$ cat src/rtl/zero_cmp_arbiter.sv
// Two-requester round-robin front end for a shared compare-with-zero unit.
// One operation at a time: grant in IDLE, compare in EVAL, hold the result in RESP.

// Shared comparator: reports whether the operand is zero or negative.
module compare_with_zero_32bit #(
  parameter int unsigned WIDTH = 32
) (
  input  logic [WIDTH-1:0] op_i,
  output logic             equal_o,
  output logic             less_o
);

  // Zero test and sign test of the two's complement operand.
  always_comb begin
    equal_o = (op_i == '0);
    less_o  = op_i[WIDTH-1];
  end

endmodule

module zero_cmp_arbiter #(
  parameter int unsigned WIDTH   = 32,
  parameter bit          RR_INIT = 1'b0
) (
  input  logic             clk,
  input  logic             reset,
  input  logic             req0_valid,
  input  logic [WIDTH-1:0] req0_data,
  output logic             req0_ready,
  input  logic             req1_valid,
  input  logic [WIDTH-1:0] req1_data,
  output logic             req1_ready,
  output logic             resp0_valid,
  input  logic             resp0_ready,
  output logic             resp1_valid,
  input  logic             resp1_ready,
  output logic             resp_equal,
  output logic             resp_less,
  output logic             busy
);

  typedef enum logic [1:0] {
    IDLE = 2'd0,
    EVAL = 2'd1,
    RESP = 2'd2
  } state_e;

  state_e           state_q, state_d;
  logic             prio_q, prio_d;
  logic             id_q, id_d;
  logic [WIDTH-1:0] operand_q, operand_d;
  logic             equal_q, equal_d;
  logic             less_q, less_d;

  logic             grant0_c, grant1_c;
  logic             cmp_equal, cmp_less;
  logic             resp_take_c;

  compare_with_zero_32bit #(
    .WIDTH (WIDTH)
  ) u_cmp (
    .op_i    (operand_q),
    .equal_o (cmp_equal),
    .less_o  (cmp_less)
  );

  // Grant: lone requester wins; on contention the priority holder wins.
  always_comb begin
    grant0_c = 1'b0;
    grant1_c = 1'b0;
    if (state_q == IDLE && !reset) begin
      if (req0_valid && req1_valid) begin
        grant0_c = ~prio_q;
        grant1_c = prio_q;
      end else begin
        grant0_c = req0_valid;
        grant1_c = req1_valid;
      end
    end
  end

  // Response handshake from the requester that owns the current operation.
  always_comb begin
    resp_take_c = id_q ? resp1_ready : resp0_ready;
  end

  // Next-state and datapath update.
  always_comb begin
    state_d   = state_q;
    prio_d    = prio_q;
    id_d      = id_q;
    operand_d = operand_q;
    equal_d   = equal_q;
    less_d    = less_q;
    case (state_q)
      IDLE: begin
        if (grant0_c) begin
          operand_d = req0_data;
          id_d      = 1'b0;
          state_d   = EVAL;
        end else if (grant1_c) begin
          operand_d = req1_data;
          id_d      = 1'b1;
          state_d   = EVAL;
        end
      end
      EVAL: begin
        equal_d = cmp_equal;
        less_d  = cmp_less;
        state_d = RESP;
      end
      RESP: begin
        if (resp_take_c) begin
          prio_d  = ~id_q;
          state_d = IDLE;
        end
      end
      default: begin
        state_d = IDLE;
      end
    endcase
  end

  // State and datapath registers.
  always_ff @(posedge clk or posedge reset) begin
    if (reset) begin
      state_q   <= IDLE;
      prio_q    <= RR_INIT;
      id_q      <= 1'b0;
      operand_q <= '0;
      equal_q   <= 1'b0;
      less_q    <= 1'b0;
    end else begin
      state_q   <= state_d;
      prio_q    <= prio_d;
      id_q      <= id_d;
      operand_q <= operand_d;
      equal_q   <= equal_d;
      less_q    <= less_d;
    end
  end

  // Output decode from registered state.
  always_comb begin
    req0_ready  = grant0_c;
    req1_ready  = grant1_c;
    resp0_valid = (state_q == RESP) && !id_q;
    resp1_valid = (state_q == RESP) && id_q;
    resp_equal  = equal_q;
    resp_less   = less_q;
    busy        = (state_q != IDLE);
  end

endmodule

$ cat config.mk
export PLATFORM = sky130hd
export DESIGN_NAME = zero_cmp_arbiter
export DESIGN_NICKNAME = d
export VERILOG_FILES = /design/src/rtl/zero_cmp_arbiter.sv
export SDC_FILE = /design/constraint.sdc
export NUM_CORES = 1
export LEC_CHECK = 0
export CORE_UTILIZATION = 46
export DETAILED_ROUTE_END_ITERATION = 16
export PLACE_DENSITY = 0.85
export SLEW_MARGIN = 30
export SYNTH_ARGS = -nofsm -noshare
export SYNTH_HDL_FRONTEND = slang
export SYNTH_SLANG_ARGS = --single-unit
export TNS_END_PERCENT = 100
$ cat constraint.sdc
create_clock -name clk -period 2.57 [get_ports clk]
set_input_delay 0.257 -clock clk [delete_from_list [all_inputs] [get_ports clk]]
set_output_delay 0.257 -clock clk [all_outputs]
set_load 0.01 [all_outputs]
Yosys cells after proc, flatten, opt, wreduce, memory -nomap -nowiden
Cells that the tools add are included.

operators by class
  multipliers = 0
  reduce and logical (&&, ||, !) cells = 13
  muxes and demuxes = 13
  add/subtract/negate cells = 0
  divide/modulo/power cells = 0
  eq/ne operators = 4
  bitwise gates (word level) = 2
  magnitude comparators = 0
  shift operators = 0

operator list
  cell                                                             count
  32-bit two-way mux                                               2
  32-bit zero test                                                 1
  1-bit two-way mux                                                7
  2-bit two-way mux                                                3
  2-bit one-hot mux with 3 select lines                            1
  2-bit AND reduction                                              3
  1-bit logical AND                                                4
  2-bit nonzero test                                               2
  3-bit inequality test, second input constant                     1
  2-bit by 1-bit == test with 1-bit output, second input constant  1
  2-bit == test, second input constant                             1
  1-bit zero test                                                  2
  2-bit zero test                                                  1
  2-bit inequality test, second input constant                     1
  1-bit inverter                                                   2

word-level totals
  memory bits (read-only) = 0
  bits in writable memories = 0
  bits in latches = 0
  memories = 0
  output and inout bits = 7
  logic and storage cells = 38
  register bits = 38

Logic depth before layout (Yosys ltp)
Gate-level depths: netlist of run 1.

  word-level depth = 6
  mapped depth = 6
  gate-level depth less buffers = 3

By module
From an unflattened synthesis of run 1, not the netlist that was laid out.

second synthesis, totals
  cell total of the unflattened synthesis = 230
  area, all modules = 2020.7 um^2

modules (own cells, without submodules)
  module                   cells each  instances  area each (um^2)  sequential area each (um^2)
  zero_cmp_arbiter         218         1          1940.6            950.9
  compare_with_zero_32bit  12          1          80.1              0.0

Least setup slack after synthesis of run 1
No wires, ideal clock.

  path type = reg-to-reg
  start = register prio_q
  end = register operand_q[27]
  clock period less this slack = 1.504 ns
  stages on the path, launching flop included = 7
  slack = 1.066 ns
  setup time = 0.126 ns
  buffers on the path = 3
  arrival time = 1.378 ns
  data required time = 2.444 ns
  cell sequence = dfrtp_1 a21bo_1 buf_6 and3_4 buf_6 buf_6 a221o_1

between the ends
  elaborated cells on any way between the ends = 8

RTL lines
  element                               RTL line  RTL
  from (decl)                           49        logic prio_q, prio_d;
  from (signal assigned)                135       prio_q <= prio_d;
  1-bit two-way mux                     72        if (req0_valid && req1_valid) begin
  1-bit two-way mux                     71        if (state_q == IDLE && !reset) begin
  named net req1_ready                  32        output logic req1_ready,
  2-bit nonzero test (no source line)   -
  2-bit AND reduction (no source line)  -
  to (signal assigned)                  137       operand_q <= operand_d;
  to (decl)                             51        logic [WIDTH-1:0] operand_q, operand_d;

The timed path passes the listed nets, and every way through them passes these cells.
A chain may end at the register's enable or synchronous reset.

Worst setup path in the final report of run 1
  start = register state_q[1]
  end = output port req0_ready

between the ends
  longest elaborated chain between the ends = 3

ends and longest elaborated chain
  element                 RTL line  RTL
  from (decl)             48        state_e state_q, state_d;
  from (signal assigned)  134       state_q <= state_d;
  2-bit zero test         71
  1-bit logical AND       71
  1-bit two-way mux       71
  to (decl)               29        output logic req0_ready,

Every way passes these cells.

==> results.ini, run 1 <==
[clocking]
clock_path_buffers = 2
clk_pin_slew_ns = 0.08
cts_tree = done
clock_sinks = 38
worstSkewPairLatency_ns = 0.29
numCtsBuffers = 5
htreeDepth = 2
ctsResizeCount = 0
holdBufCountCts = 0
root_buffer = clkbuf_8
cts_setup_buffers = 0

[flow_run]
cap_viol_max_count = 0

[placed_design]
port_buffers = 76
dpl_worst_slack_ns = 0.363
placed_cell_area_um2 = 2650
gp_congestion = 0.824
placed_cells = 284
post-dp-hpwl_um = 3530

[floorplanning]
row_count = 22
core-area_um2 = 3800
start_util_pct = 49.8
die-area_um2 = 4370
fp.dieH_um = 66.1
die_w_um = 66.1
io_pins = 77

[setup_path]
worstSetupPathType = reg2out
reg2reg_depth = 4
worstPathMaxFanout = 9
critPathArrivalTime_ns = 2.05
cp-end-kind = primary output
crit_required_ns = 2.31
critPathLaunchType = flop

[synth]
synth_area_leaders = dfrtp_1 (50%), a221o_1 (13%), a21boi_0 (9.5%)
synth_ff_type = dfrtp_1
synthCells = 171
synth_top_area_cell = dfrtp_1
syn_nets = 241
ys_seq_area_share_pct = 50.3
synth_commonest_cells = dfrtp_1 (38), a21boi_0 (24), a221o_1 (24)
synth_edf_count = 0
avgSynthCellArea_um2 = 11.1
synth.top_cell.area_share_pct = 50.3
synth_area_um2 = 1890
yosysMostFrequentCell = dfrtp_1
ys_warn_count = 0
synth_cell_types = 28
async_flop_share_pct = 100
ys_ff_latch = 38

[global_routing]
gr-usage-met1_pct = 31.9
grt_pass1_vias = 1806
antenna_found_initial = 0
use_met3_pct = 4.83
top_usage_layer = met2
grt_pass1_wl_um = 8200
track_usage_pct = 25.2
grt-ovfl-total = 0
use_met2_pct = 43.5
grt_max_degree = 43

[cells_and_area]
utilization_pct = 72.6
nNetsFinal = 313
antenna_cells = 0
stdcell_count = 292
area_growth_pct = 45.8
final.fill_count = 281
drive_gt1_share_pct = 6.56
fin_area_um2 = 2760

[timing]
final_hold_viol_count = 0
fin_crit_sh_pct = 89.6
clock_skew_ns = 0.00867
worst_slack_ns = 0.267
worst_slew_pin_slew_ns = 0.649
fin_crit_ns = 2.30
setup_viol = 0
grt_setup_unrepaired = no
max_freq_ghz = 0.434
final.setup.tns_ns = 0
maxSlewViolCount = 0
relSlewSlack_pct = 56.7

[power]
vdd_drop_max_mv = 0.636
power_density_nw_per_um2 = 877
leakage_uw = 0.00110

[min_path]
hold_class = in2async

[detailed_routing]
vias_per_cell = 5.87
firstDrtPassIters = 4
drtIter0Drc = 92
wl_per_cell_um = 16.9
drcViolationCount = 0
totalWireLength_um = 4930
ant_nets = 0
num_vias = 1714

[status]
status = finished, final reports clean

-- final timing paths --
path                            start            end  slack (ns)
max                        state_q[1]     req0_ready        0.27
min                             reset     state_q[1]        0.48
max reg2reg                state_q[1]  operand_q[29]        0.76
min reg2reg                resp_equal     resp_equal        0.49
max in group asynchronous       reset  operand_q[19]        1.76
min in group clk           resp_equal     resp_equal        0.49
-- metal layers --
metal  share of wire, %  routed length [µm]
met1                 44                2160
met2                 49                2400
met3                5.6                 277
met4                1.9                  92
met5                  0                   0
-- kinds of logic (layout without fill, tap and decap cells) --
logic type,Yosys count,after routing,share of synthesized area (%)
muxes,1,1,0.595
buffers and inverters,19,92,6.35
DFF,38,38,50.3
AOI/OAI and AO/OA,81,81,32.1
and+or+nand+nor,32,32,10.7
-- critical path, cell delays in order, from the launching register on --
cell and delay [ns]:
dfrtp_1 0.47, or3_1 0.58, nor2_8 0.17, clkdlybuf4s50_1 0.54
-- registers in the layout (all words and copies together) (netlist names) --
name and count:
operand_q 32, state_q 2, id_q 1, prio_q 1, resp_equal 1, resp_less 1
-- power breakdown --
part,leakage (µW),total [µW],switching (µW),internal [µW]
sequential,0.000455,1060,186,874
clock,0.0000575,475,204,271
combinational,0.000587,885,398,487
total,0.00110,2420,788,1630
-- cell usage in the layout (no fill, tap or decap), drive strengths merged, types with 3 or more instances in the layout --
master,count
nor2,4
a21boi,25
nor4,8
a221o,24
dfrtp,38
nand3,8
inv,3
clkdlybuf4s50,76
buf,5
a31oi,9
a21oi,10
clkbuf,8
o21ai,11
-- cell type report --
type	instances	area (µm²)	share of cell area [%]
repair buffers	81	798	28.9
inverters	3	11.3	0.408
clock buffers	8	110	3.99
multi-input cells	114	827	30.0
well taps	48	60.1	2.18
flip-flops and latches	38	951	34.5
-- stage by stage --
| step | power [µW] | hold slack, ns |
|---|---|---|
| 4_1_cts | 2430 | 0.499 |
| 5_1_grt | 2580 | 0.517 |
| 2_1_floorplan | 1620 | 0.402 |
| 3_5_place_dp | 1950 | 0.485 |
| 3_3_place_gp | 1920 | 0.464 |
| 6_report | 2420 | 0.483 |
(Power assumes the default switching activity.)
==> run 2, diff against run 1 <==
Settings changed: TNS_END_PERCENT 100 to not set.
==> results of run 2 <==
Same layout as run 1: the final DEF is identical, and so are final timing and power.
==> run 3, diff against run 2 <==
Settings changed: PLACE_DENSITY 0.85 to 0.93.
==> run 3 against run 2 <==
  * Register-to-register slack about the same
  * Worst setup slack worse by 0.0098 ns
  * Power up 1.4%
  * Clock skew down 0.00065 ns
  * Worst hold slack worse by 0.054 ns
  * Final cell count down 0.34%
  * Global-route usage down 1.3 points
  * Critical path type unchanged
  * Largest cell class unchanged
==> results.ini, run 3 (synthesized netlist as in run 1, its figures left out) <==
[floorplanning]
start_util_pct = 49.8  ; unchanged
die-area_um2 = 4370  ; unchanged
core-area_um2 = 3800  ; unchanged
io_pins = 77  ; unchanged
fp.dieH_um = 66.1  ; unchanged
die_w_um = 66.1  ; unchanged
row_count = 22  ; unchanged

[cells_and_area]
fin_area_um2 = 2760  ; about the same
largest_reg_flops = 32  ; unchanged
antenna_cells = 0  ; unchanged
largestRegisters = operand_q (32), state_q (2)
final_common_cell = clkdlybuf4s50_1
nNetsFinal = 313  ; unchanged
most-common-layout-cells = clkdlybuf4s50_1 (76), dfrtp_1 (38), a21boi_0 (24), a221o_1 (24)
area_growth_pct = 45.9  ; about the same
largest-register = operand_q
drive_gt1_share_pct = 6.17  ; -0.38 points

[power]
vdd_drop_max_mv = 0.666  ; +4.7%
leakage_uw = 0.00110  ; about the same
power_density_nw_per_um2 = 889  ; +1.3%
power.total_uw = 2450  ; +1.4%

[clocking]
clock_path_buffers = 2  ; unchanged
clock_sinks = 38  ; unchanged
numCtsBuffers = 5  ; unchanged
cts_setup_buffers = 0  ; unchanged
root_buffer = clkbuf_8
clk_pin_slew_ns = 0.07  ; about the same
htreeDepth = 2  ; unchanged
worstSkewPairLatency_ns = 0.29  ; about the same
holdBufCountCts = 0  ; unchanged
cts_tree = done
ctsResizeCount = 0  ; unchanged

[global_routing]
grt_max_degree = 43  ; unchanged
grt-ovfl-total = 0  ; unchanged
grt_pass1_wl_um = 7600  ; -7.3%
track_usage_pct = 23.9  ; -1.3 points
grt_pass1_vias = 1643  ; -9.0%
antenna_found_initial = 0  ; unchanged

[setup_path]
critPathArrivalTime_ns = 2.06  ; about the same
crit_required_ns = 2.31  ; about the same
r2r-end = operand_q[10]
crit_start = state_q[1]
worstPathMaxFanout = 9  ; unchanged
reg2reg_depth = 4  ; unchanged
critPathMaxStageDelay_ns = 0.58  ; about the same
critPathLaunchType = flop
worstSetupPathType = reg2out
r2r_slack_ns = 0.77  ; about the same
cp-end-kind = primary output
worstPathCellList = or3_1 > nor2_8 > clkdlybuf4s50_1
timing.rr.start = state_q[1]
cp_slowest_cell = or3_1

[detailed_routing]
ant_nets = 0  ; unchanged
vias_per_cell = 5.95  ; +1.3%
num_vias = 1730  ; +0.93%
totalWireLength_um = 4880  ; -0.89%
wl_per_cell_um = 16.8  ; -0.55%
drtIter0Drc = 78  ; -15%
drcViolationCount = 0  ; unchanged
firstDrtPassIters = 5  ; +1

[timing]
maxSlewViolCount = 0  ; unchanged
fin_crit_sh_pct = 90.0  ; +0.38 points
final.setup.tns_ns = 0  ; unchanged
fin_crit_ns = 2.31  ; +0.00976 ns
grt_setup_unrepaired = no
worst_slew_pin_slew_ns = 0.629  ; -0.0202 ns
clock_skew_ns = 0.00802  ; -0.000652 ns
max_freq_ghz = 0.432  ; -0.42%
final_hold_viol_count = 0  ; unchanged
setup_viol = 0  ; unchanged
relSlewSlack_pct = 58.0  ; +1.3 points

[flow_run]
cap_viol_max_count = 0  ; unchanged

[placed_design]
gp_congestion = 0.814  ; -1.2%
port_buffers = 76  ; unchanged
placed_cell_area_um2 = 2650  ; unchanged
post-dp-hpwl_um = 3480  ; -1.4%

[min_path]
hold_class = in2async

[status]
status = finished, final reports clean

run 3: cell count changes in the layout (fill, tap and decap cells not counted):
cell,delta
bufinv_16,+1
clkbuf_8,-2
run 3: layer usage:
metal | wire (µm) | up-vias | track usage, % | part of all wire [%]
li1 | - | 814 | - | -
met1 | 2240 | 826 | 31.7 | 46
met2 | 2220 | 81 | 36.6 | 45
met3 | 320 | 9 | 5.86 | 6.6
met4 | 103 | 0 | 11.7 | 2.1
met5 | 0 | - | 0 | 0
run 3: critical path: cells and delay by family, from the launching register on:
kind,cells,cell delay [ns]
AND/OR/NAND/NOR,2,0.75
buffers and inverters,1,0.55
flip-flops,1,0.47
run 3: worst max path at each step:
stage	to	cells past startpoint
after floorplan	operand_q[27]	6
after global placement	req0_ready	4
after detailed placement	req0_ready	4
after CTS	req0_ready	3
after global routing	req0_ready	3
final	req0_ready	3
run 3: final cells by class:
type	count	area [µm²]
timing repair buffer	81	798
tap	48	60.1
inverter	3	11.3
multi-input combinational	114	827
clock inverter	1	30.0
fill	277	1040
clock buffer	6	82.6
sequential	38	951
run 3: power by group:
part	total [µW]	leakage, µW	internal [µW]	switching [µW]
clock	511	0.0000573	310	200
combinational	881	0.000587	487	394
sequential	1060	0.000455	874	187
total	2450	0.00110	1670	782
run 3: stage by stage:
stage	setup slack [ns]	util [%]	hold WS, ns	std cells
6_report	0.258	72.7	0.429	291
5_1_grt	0.203	72.7	0.482	291
4_1_cts	0.257	72.7	0.441	291
3_5_place_dp	0.362	69.7	0.498	284
3_3_place_gp	0.413	69.7	0.459	284
2_1_floorplan	1.07	-	0.402	171
==> edit: new RTL, settings of run 2 <==
Re-encode `state_e` (3 states) as one-hot, 3 bits wide.
--- a/src/rtl/zero_cmp_arbiter.sv
+++ b/src/rtl/zero_cmp_arbiter.sv
@@ -40,8 +40,8 @@
 );
 
-  typedef enum logic [1:0] {
-    IDLE = 2'd0,
-    EVAL = 2'd1,
-    RESP = 2'd2
+  typedef enum logic [2:0] {
+    IDLE = 3'b001,
+    EVAL = 3'b010,
+    RESP = 3'b100
   } state_e;
 
Formal check against the unedited RTL: no difference found for any inputs over 10 cycles, from zero or initial values and one cycle with reset high; not proved beyond that.
==> edit against run 2 <==
Setup slack better by 0.026 ns; highest routed layer unchanged; global-route usage is 2.0 points lower; total power is 2.6% lower; design area is 7.7% higher; wire length is 9.3% higher; sequential cell count is 1 higher; sequential share of layout area is 1.6 points lower; largest cell class unchanged; die area is 9.5% higher; area after synthesis is 9.9% higher; combinational power is 21% lower.
==> edit: results <==
[layout]
sh_seq_area_pct = 32.91
top_regs = operand_q (32), state_q (3)
buffers = 84
antenna_cells = 0
nFlopsAndLatches = 39
buf_share_pct = 27.64
multi_input_gates = 165
fin_nets = 368
inverters = 3
fill_cells = 348
multi_input_area_share_pct = 32.28
clk_share_pct = 4.593
drive_above_1_share_pct = 8.361

[route]
first_pass_iters = 4
vias = 2073
wirelength_um = 5387
drt_iter0_drc = 228

[placement]
hpwlAfterDp_um = 3628
io_buffers = 76
pre_cts_slack_ns = 0.3725
routabilityCongestion = 0.7385

[worst_setup_path]
startpoint = state_q[2]$_DFFE_PP0P_
critPathArrivalTime_ns = 2.02
cp_max_fo = 7
slowest_delay_ns = 0.57
r2r_setup_slack_ns = 0.81
reg2regPathDepth = 4
r2r-end = operand_q[26]$_DFFE_PP0P_
slowest_stage = or4b_4

[power]
total_leakage_power_nw = 1.077
vdd_ir_drop_max_uv = 335.9

[clock_network]
post_cts_buffers = 0
h-tree-depth = 2
cts_resized = 0
cts_buffers = 5

[sta]
tightest_slew_ns = 0.5608
skew_ns = 0.003244
setup_tns_ns = 0
holdWs_ns = 0.4935
post-route-period-util_pct = 88.60

[worst_hold_path]
holdPathStages = 2
hp-class = register to register

[synthesis]
synth_cell_types = 35
synthTopCellsByArea = dfrtp_1, a31oi_1, a21oi_1, nand3_1, o21ai_1
synth-seq-area-share_pct = 47.02
yosysWarnings = 0
syn_nets = 300
synth_top_cells_by_count = dfrtp_1, a21oi_1, a31oi_1, nand3_1, o21ai_1

[global_routing]
grt_usage_pct = 23.19
grt_pass1_wl_um = 8901
grt_max_degree = 40
grt_pass1_vias = 1988

[run_status]
status = finished, final reports clean
## edit: per-layer routing
| metal | wire length, um | share of wire, % | global-route usage (%) | vias to the layer above |
|---|---|---|---|---|
| li1 | - | - | - | 1012 |
| met1 | 2338 | 43 | 29.59 | 958 |
| met2 | 2606 | 48 | 38.19 | 97 |
| met3 | 386 | 7.2 | 6.250 | 6 |
| met4 | 55 | 1.0 | 7.710 | 0 |
| met5 | 0 | 0 | 0 | - |
## edit: per-stage QoR
stage,cells,instance area [sq um]
CTS,351,2969
floorplan,230,2078
finish,351,2969
global placement,343,2833
global route,351,2969
detailed placement,343,2833
## edit: kinds of logic (layout without fill, tap and decap cells)
kind of cell	Yosys count	after routing	share of synthesized area, %
muxes	2	2	1.084
AOI/OAI and AO/OA	104	104	28.12
DFF	39	39	47.02
buffers and inverters	26	95	7.465
and+or+nand+nor	59	59	16.32
## edit: report_power, final
part,total [W],internal (W),switching (W)
clock network,0.000605,0.000387,0.000218
registers,0.00105,0.000880,0.000174
logic,0.000697,0.000343,0.000354
